--- config.mk ---
export PLATFORM = sky130hd
export DESIGN_NAME = muldiv_unit
export DESIGN_NICKNAME = d
export VERILOG_FILES = /design/src/rtl/muldiv_unit.sv
export SDC_FILE = /design/constraint.sdc
export NUM_CORES = 1
export LEC_CHECK = 0
export ABC_CLOCK_PERIOD_IN_PS = 4800
export CAP_MARGIN = 20
export CORE_ASPECT_RATIO = 1.1
export CORE_MARGIN = 2
export CORE_UTILIZATION = 40
export CTS_CLUSTER_SIZE = 20
export DETAILED_ROUTE_END_ITERATION = 12
export DONT_BUFFER_PORTS = 1
export SLEW_MARGIN = 20
export SYNTH_ARGS = -nofsm -noshare
export SYNTH_HDL_FRONTEND = slang
export SYNTH_SLANG_ARGS = --single-unit
export TNS_END_PERCENT = 5
--- constraint.sdc ---
create_clock -name clk -period 4.8 [get_ports clk]
set_input_delay 0.96 -clock clk [delete_from_list [all_inputs] [get_ports clk]]
set_output_delay 0.96 -clock clk [all_outputs]
set_load 0.01 [all_outputs]
--- src/rtl/muldiv_unit.sv ---
// Iterative RV32M multiply/divide sequencer sharing one shift/add-subtract datapath.
// Optional MULDIV_FAST_MUL_EN: single-cycle combinational multiplies, divides stay iterative.
module muldiv_unit #(
  parameter int XLEN = 32
) (
  input  logic            clk,
  input  logic            reset,
  input  logic            start,
  input  logic [2:0]      op,
  input  logic [XLEN-1:0] rs1,
  input  logic [XLEN-1:0] rs2,
  input  logic            kill,
  input  logic            stall_in,
  output logic            busy,
  output logic            done,
  output logic [XLEN-1:0] result
);
  typedef enum logic [1:0] {IDLE, CALC, FIXUP, DONE} state_t;

  state_t          state_q, state_d;
  logic [2:0]      op_q, op_d;
  logic            neg_q, neg_d;
  logic [4:0]      cnt_q, cnt_d;
  logic [XLEN-1:0] m_q, m_d, hi_q, hi_d, lo_q, lo_d, result_q, result_d;
  logic            done_q, done_d;

  // Operand decode for the accept cycle
  logic            sgn_a, sgn_b, div0, ovf;
  logic [XLEN-1:0] abs_a, abs_b, special;
  always_comb begin
    sgn_a   = rs1[XLEN-1] & (op[2] ? ~op[0] : (op != 3'd3));
    sgn_b   = rs2[XLEN-1] & (op[2] ? ~op[0] : (op[2:1] == 2'b00));
    abs_a   = sgn_a ? -rs1 : rs1;
    abs_b   = sgn_b ? -rs2 : rs2;
    div0    = op[2] && (rs2 == '0);
    ovf     = op[2] && !op[0] && (rs1 == {1'b1, {(XLEN-1){1'b0}}}) && (rs2 == '1);
    special = div0 ? (op[1] ? rs1 : '1) : (op[1] ? '0 : {1'b1, {(XLEN-1){1'b0}}});
  end

`ifdef MULDIV_FAST_MUL_EN
  logic [2*XLEN-1:0] fast_prod;
  always_comb
    fast_prod = {{XLEN{sgn_a}}, rs1} * {{XLEN{rs2[XLEN-1] & (op[2:1] == 2'b00)}}, rs2};
`endif

  // Shared adder: adds multiplicand for multiply, subtracts divisor for divide
  logic            is_div;
  logic [XLEN:0]   shifted;
  logic [XLEN+1:0] add_a, add_b, sum;
  logic [XLEN:0]   acc;
  always_comb begin
    is_div  = op_q[2];
    shifted = {hi_q, lo_q[XLEN-1]};
    add_a   = is_div ? {1'b0, shifted} : {2'b00, hi_q};
    add_b   = is_div ? ~{2'b00, m_q} : {2'b00, m_q};
    sum     = add_a + add_b + {{(XLEN+1){1'b0}}, is_div};
    acc     = lo_q[0] ? sum[XLEN:0] : {1'b0, hi_q};
  end

  logic [2*XLEN-1:0] prod_n;
  logic [XLEN-1:0]   qr, qr_n;
  always_comb begin
    prod_n = neg_q ? -{hi_q, lo_q} : {hi_q, lo_q};
    qr     = op_q[1] ? hi_q : lo_q;
    qr_n   = neg_q ? -qr : qr;
  end

  always_comb begin
    state_d  = state_q;
    op_d     = op_q;
    neg_d    = neg_q;
    cnt_d    = cnt_q;
    m_d      = m_q;
    hi_d     = hi_q;
    lo_d     = lo_q;
    result_d = result_q;
    unique case (state_q)
      IDLE: if (start && !kill) begin
        op_d  = op;
        neg_d = (op == 3'd6) ? sgn_a : (sgn_a ^ sgn_b);
        cnt_d = '0;
        if (div0 || ovf) begin
          result_d = special;
          state_d  = DONE;
`ifdef MULDIV_FAST_MUL_EN
        end else if (!op[2]) begin
          result_d = (op == 3'd0) ? fast_prod[XLEN-1:0] : fast_prod[2*XLEN-1:XLEN];
          state_d  = DONE;
`endif
        end else begin
          m_d     = op[2] ? abs_b : abs_a;
          lo_d    = op[2] ? abs_a : abs_b;
          hi_d    = '0;
          state_d = CALC;
        end
      end
      CALC: begin
        if (is_div) begin
          hi_d = sum[XLEN+1] ? shifted[XLEN-1:0] : sum[XLEN-1:0];
          lo_d = {lo_q[XLEN-2:0], ~sum[XLEN+1]};
        end else begin
          {hi_d, lo_d} = {acc, lo_q[XLEN-1:1]};
        end
        cnt_d = cnt_q + 5'd1;
        if (cnt_q == 5'd31) state_d = FIXUP;
      end
      FIXUP: begin
        result_d = op_q[2] ? qr_n : ((op_q == 3'd0) ? prod_n[XLEN-1:0] : prod_n[2*XLEN-1:XLEN]);
        state_d  = DONE;
      end
      DONE: if (!stall_in) state_d = IDLE;
      default: state_d = IDLE;
    endcase
    if (kill) state_d = IDLE;
    done_d = (state_d == DONE);
  end

  always_ff @(posedge clk) begin
    if (reset) begin
      state_q  <= IDLE;
      op_q     <= '0;
      neg_q    <= 1'b0;
      cnt_q    <= '0;
      m_q      <= '0;
      hi_q     <= '0;
      lo_q     <= '0;
      result_q <= '0;
      done_q   <= 1'b0;
    end else begin
      state_q  <= state_d;
      op_q     <= op_d;
      neg_q    <= neg_d;
      cnt_q    <= cnt_d;
      m_q      <= m_d;
      hi_q     <= hi_d;
      lo_q     <= lo_d;
      result_q <= result_d;
      done_q   <= done_d;
    end
  end

  assign busy   = ((state_q == IDLE) && start && !kill) || (state_q == CALC) || (state_q == FIXUP);
  assign done   = done_q;
  assign result = result_q;
endmodule

* Yosys cells after proc, flatten, opt, wreduce, memory -nomap -nowiden
Index checks and enable logic that the tools add are counted.
** Storage, ports and cells
- Flip-flop bits (word level) :: 140
- Latch bits :: 0
- Bits in writable memories :: 0
- Memory bits (read-only) :: 0
- Bits of input ports :: 72
- Output and inout bits :: 34
- Word-level logic and storage cells :: 96
- Memories kept :: 0
** Cells by class
- Add/sub/neg operators :: 7
- $mul :: 0
- Div/mod/pow operators :: 0
- Magnitude comparators :: 0
- Eq/ne operators :: 12
- Shift-type cells :: 0
- Mux-type cells :: 38
- Bitwise logic cells :: 7
- Reductions and logical operators :: 23
** Operators with widths (number)
- two-way mux 32 bit :: 20
- one-hot mux 32 bit (2 select lines) :: 3
- negation 32 bit :: 3
- two-way mux 33 bit :: 2
- equality test 32 bit, second input constant :: 2
- two-way mux 64 bit :: 1
- negation 64 bit :: 1
- adder 33 x 34 -> 34 bit :: 1
- adder 34 x 1 -> 34 bit :: 1
- two-way mux 34 bit :: 1
- NOT 32 -> 34 bit :: 1
- logical NOT 32 bit :: 1
- two-way mux 2 bit :: 5
- one-hot mux 5 bit (2 select lines) :: 1
- AND reduction 3 bit :: 3
- one-hot mux 2 bit (4 select lines) :: 1
- logical AND 1 bit :: 7
- equality test 2 bit, second input constant :: 3
- inequality test 2 bit, second input constant :: 3
- adder 5 x 1 -> 5 bit, second input constant :: 1
- equality test 5 bit, second input constant :: 1
- two-way mux 5 bit :: 1
- logical NOT 2 bit :: 2
- AND reduction 2 bit :: 2
- other kinds (11) :: 20

* Depth between registers and ports, before layout
- Depth in word-level cells :: 10
- Depth in mapped cells :: 18
- Depth with buffers taken out :: 11

* Least setup slack after synthesis
OpenSTA, ideal clock, no wires.
- Kind :: reg-to-reg
- From :: register op_q[2]
- To :: register hi_q[17]
- Setup time :: 0.121 ns
- Data arrival time :: 4.073 ns
- Data required time :: 4.679 ns
- Path slack :: 0.607 ns
- Stages on the path, launching flop included :: 17
- Buffers on the path :: 6
- Clock period less this slack :: 4.193 ns
- Cells stage by stage :: dfxtp_1 -> clkbuf_1 -> buf_1 -> buf_1 -> clkbuf_1 -> xor2_1 -> ha_1 -> a21oi_1 -> o211ai_1 -> a31oi_1 -> a211oi_1 -> nor3_1 -> buf_2 -> buf_2 -> nand3b_1 -> o2111ai_1 -> nand2_1
** Between the ends
- Cells in the longest elaborated chain, start to end :: 6
- Elaborated cells on any way between the ends :: 8
- Those cells by class :: add/sub: 2; mux: 6
** Ends and longest elaborated chain
- start: declaration :: RTL line 21 : logic [2:0] op_q, op_d;
- start signal: assignment :: RTL line 131 : op_q <= op_d;
- two-way mux 33 bit or two-way mux 34 bit (tied branches) :: RTL line 54, 55
- adder 33 x 34 -> 34 bit :: RTL line 56 : sum = add_a + add_b + {{(XLEN+1){1'b0}}, is_div};
- adder 34 x 1 -> 34 bit :: RTL line 56
- two-way mux 33 bit or two-way mux 32 bit (tied branches) :: RTL line 57, 99
- two-way mux 32 bit * :: RTL line 98 : if (is_div) begin
- one-hot mux 32 bit (2 select lines) * :: RTL line 77 : unique case (state_q)
- end signal: assignment :: RTL line 135 : hi_q <= hi_d;
- end: declaration :: RTL line 24 : logic [XLEN-1:0] m_q, m_d, hi_q, hi_d, lo_q, lo_d, result_q, result_d;
Every way passes the cells marked *; elsewhere a longest branch is shown, timed or not.
A chain may end at the register's enable or synchronous reset.

* Final worst setup path
- From :: register op_q[2]
- To :: register hi_q[22]
The elaborated chain is that of the path after synthesis.

==> results.txt <==
Netlist cell types = 92
Tightest Pin Transition = 1.10 ns
Iteration-0 DRC Markers = 1905
Setup Skew = 0.0163 ns
Vias = 16200
First-pass GRT wire length = 90300 um
I/O Buffers = 0
Fillcell total = 3921
Pins over their slew limit = 0
Syn Inst Count = 2113
Die width = 189 um
NumNets Final = 2076
Root buffer cell = clkbuf_16
Initial antenna violation count = 1
WL met2 = 27700 um
Post-synthesis sequential element count = 140
Post-synth EDFFs = 0
Sequential element share of the synthesized area = 0.186
Synthesized Nets = 2224
Worst Setup Start Kind = flip-flop
Max Freq = 249 MHz
Seq pwr share = 0.354
TritonRoute pass-1 iters = 6
Period minus WS final = 4.02 ns
Die height = 208 um
Share of cells above drive strength 1 = 0.0834
Outcome = finished, final reports clean
Top_reg_cell synth = dfxtp_1
Pin count of the biggest net entering global routing = 106
CTS buffer count = 17
I/O pins = 106
WL/cell = 24.2 um
Layout area overhead = 4.82%
Ys async rst share = 0
Relative slew slack = 0.267
Psw = 1.43 mW
Part of the cycle the worst path needs = 0.838
Core area = 37200 um^2
Max Used Layer = met4
Sw Ratio = 0.380
Syn Area/Cell = 7.14 um^2
Peak supply drop = 0.000274 V
Initial Util = 0.406
Final hold violation count = 0
Setup Viol. Count Final = 0
Worst reg2reg setup slack = 0.78 ns
Worst skew pair latency = 0.46 ns
Vias in the first global route = 14800
Setup_tns = 0 ns
CTS max path bufs = 2
Via density = 6.54
Final instance area = 15800 um^2
Gate power share = 0.280
Total leakage power = 5.77 nW
Ant diodes = 0
Dpl hpwl = 45800 um
Number of max-cap violations = 0
Postcts setup bufs = 0
Worst-path fanout max = 54
Residual DRC = 0
Overall global routing resource usage = 0.297
Crit path DAT = 4.41 ns
Routability cong. = 0.942
Mapped Area = 15100 um^2
Routed WL = 59900 um
Worst Setup Path Type = reg2reg
R2R depth = 11
Cells on Worst Hold Path = 2
HP Class = reg2reg
M1 WL = 24200 um
Power share of the clock group = 0.366
CTS tree = done
Clock sinks = 140
H-tree levels = 4
Internal cell power = 2.33 mW
Power per Cell Area = 238 nW/um^2
Post-DRT Antenna Nets = 0
Required time worst endpoint = 5.18 ns
Die ar. = 39300 um^2
Synth warn = 0
Kind of end point of the critical path = flip-flop
Post-CTS resize count = 0
Met3 WL post-DR = 4990 um
Area post-placement = 15200 um^2
Total grt overflow = 0
Hold buffer count at cts = 0
Clk pin slew, worst setup/hold paths = 0.07 ns
Std-Cell Rows = 74
RSZ-0062 raised after global routing = no
-- logic make-up after synthesis --
group / share of synthesized area
multiplexers: 0.0811
XOR/XNOR: 0.0975
buffers and inverters: 0.0641
AND/OR/NAND/NOR: 0.241
flip-flops: 0.186
adder cells (fa/ha/maj): 0.0328
AO/OA/AOI/OAI: 0.298
-- sequential cells by signal (all words and copies together), names as in the netlist --
signal	count
hi_q	32
m_q	32
neg_q	1
state_q	2
op_q	3
lo_q	32
cnt_q	5
result	32
done	1
-- layout by cell type, fill, tap and decap left out, types with 12 or more instances in the layout --
cell type / count
xnor2_1: 76
nor3_1: 71
o21ai_1: 28
nor3b_1: 13
o21ai_0: 138
inv_1: 28
o41ai_1: 13
nand3_1: 39
nand2_1: 231
and2_1: 12
a211oi_1: 57
a31oi_1: 23
dfxtp_1: 137
nor2_1: 179
mux2_2: 40
ha_1: 38
nor2b_1: 16
xor2_1: 92
nor4_1: 18
or2_2: 14
o22ai_1: 21
or3_1: 17
clkbuf_16: 17
nand4_1: 30
o211ai_1: 43
a21o_1: 27
a21oi_1: 158
nand2b_1: 15
a311oi_1: 12
nand3b_1: 17
buf_4: 34
mux2i_1: 75
o221ai_1: 29
a221oi_1: 15
o31ai_1: 34
-- area by class of cell --
class,instances,area [um^2],area share
tap,494,618,0.0391
timing repair buffer,38,343,0.0217
clock buffer,17,425,0.0269
clock inverter,15,176,0.0111
multi-input combinational,1738,11300,0.717
inverter,30,113,0.00712
sequential,140,2810,0.178
-- worst max-delay path: stages (launching register included) --
cell and delay [ns]:
dfxtp_4 0.80, buf_12 0.27, mux2_2 0.36, ha_1 0.36, a21oi_1 0.31, and2_1 0.22, a211o_1 0.23, nand3b_1 0.17
a21o_1 0.22, a211oi_1 0.60, o221ai_1 0.22, o21ai_0 0.17
-- synthesized netlist by cell type, types with 7 or more instances --
cell type / instances / area (um^2)
ha_1: 38 / 475
or2_2: 13 / 81.3
clkbuf_1: 155 / 582
nor2_1: 181 / 679
o21ai_1: 28 / 140
nand2b_1: 15 / 93.8
buf_2: 20 / 100
or4_1: 11 / 82.6
o211ai_1: 43 / 323
a221oi_1: 15 / 131
buf_4: 14 / 105
and2_1: 12 / 75.1
nor4_1: 18 / 113
o221ai_1: 29 / 254
o41ai_1: 13 / 114
nand4_1: 30 / 188
o22ai_1: 21 / 131
dfxtp_1: 140 / 2800
mux2_2: 40 / 450
xor2_1: 92 / 806
o31a_1: 7 / 61.3
nor3_1: 72 / 360
a311oi_1: 12 / 105
a21o_1: 27 / 203
o21ai_0: 138 / 691
mux2i_1: 75 / 751
or3_1: 17 / 106
nand3_1: 39 / 195
nor3b_1: 13 / 97.6
a211oi_1: 57 / 428
a21oi_1: 158 / 791
nor2b_1: 17 / 106
inv_1: 29 / 109
o21a_1: 9 / 67.6
and3_1: 9 / 56.3
nand3b_1: 17 / 128
nand2_1: 231 / 867
buf_1: 15 / 56.3
xnor2_1: 76 / 666
a31oi_1: 23 / 144
o31ai_1: 34 / 255
-- final timing paths --
kind / end / from
setup / recovery: hi_q[22] / op_q[2]
hold / removal: m_q[10] / m_q[10]
setup reg to reg: hi_q[22] / op_q[2]
hold reg to reg: m_q[10] / m_q[10]
-- power by group through the flow --
| stage | clock, mW | sequential [mW] | combinational, mW |
|---|---|---|---|
| after detailed placement | 0 | 1.35 | 1.02 |
| after CTS | 1.39 | 1.33 | 1.03 |
| final | 1.37 | 1.33 | 1.05 |
| after global routing | 1.43 | 1.34 | 1.13 |
| after floorplan | 0 | 1.26 | 0.836 |
| after global placement | 0 | 1.35 | 1.01 |
-- per-layer routing --
metal | vias to the layer above | track usage
met5 | - | 0
met4 | 0 | 0.145
met1 | 7717 | 0.382
met3 | 148 | 0.0527
met2 | 787 | 0.478
li1 | 7512 | -
-- through the flow --
step	instances	hold WS (ns)	util	power, mW	worst slack (ns)
global placement	2439	0.450	0.408	2.36	0.839
global route	2472	0.483	0.425	3.90	0.538
floorplan	2113	0.443	-	2.10	0.607
CTS	2471	0.473	0.424	3.74	0.859
detailed placement	2439	0.463	0.408	2.38	0.863
finish	2472	0.474	0.425	3.76	0.779
Power figures use the tool's default switching activity.
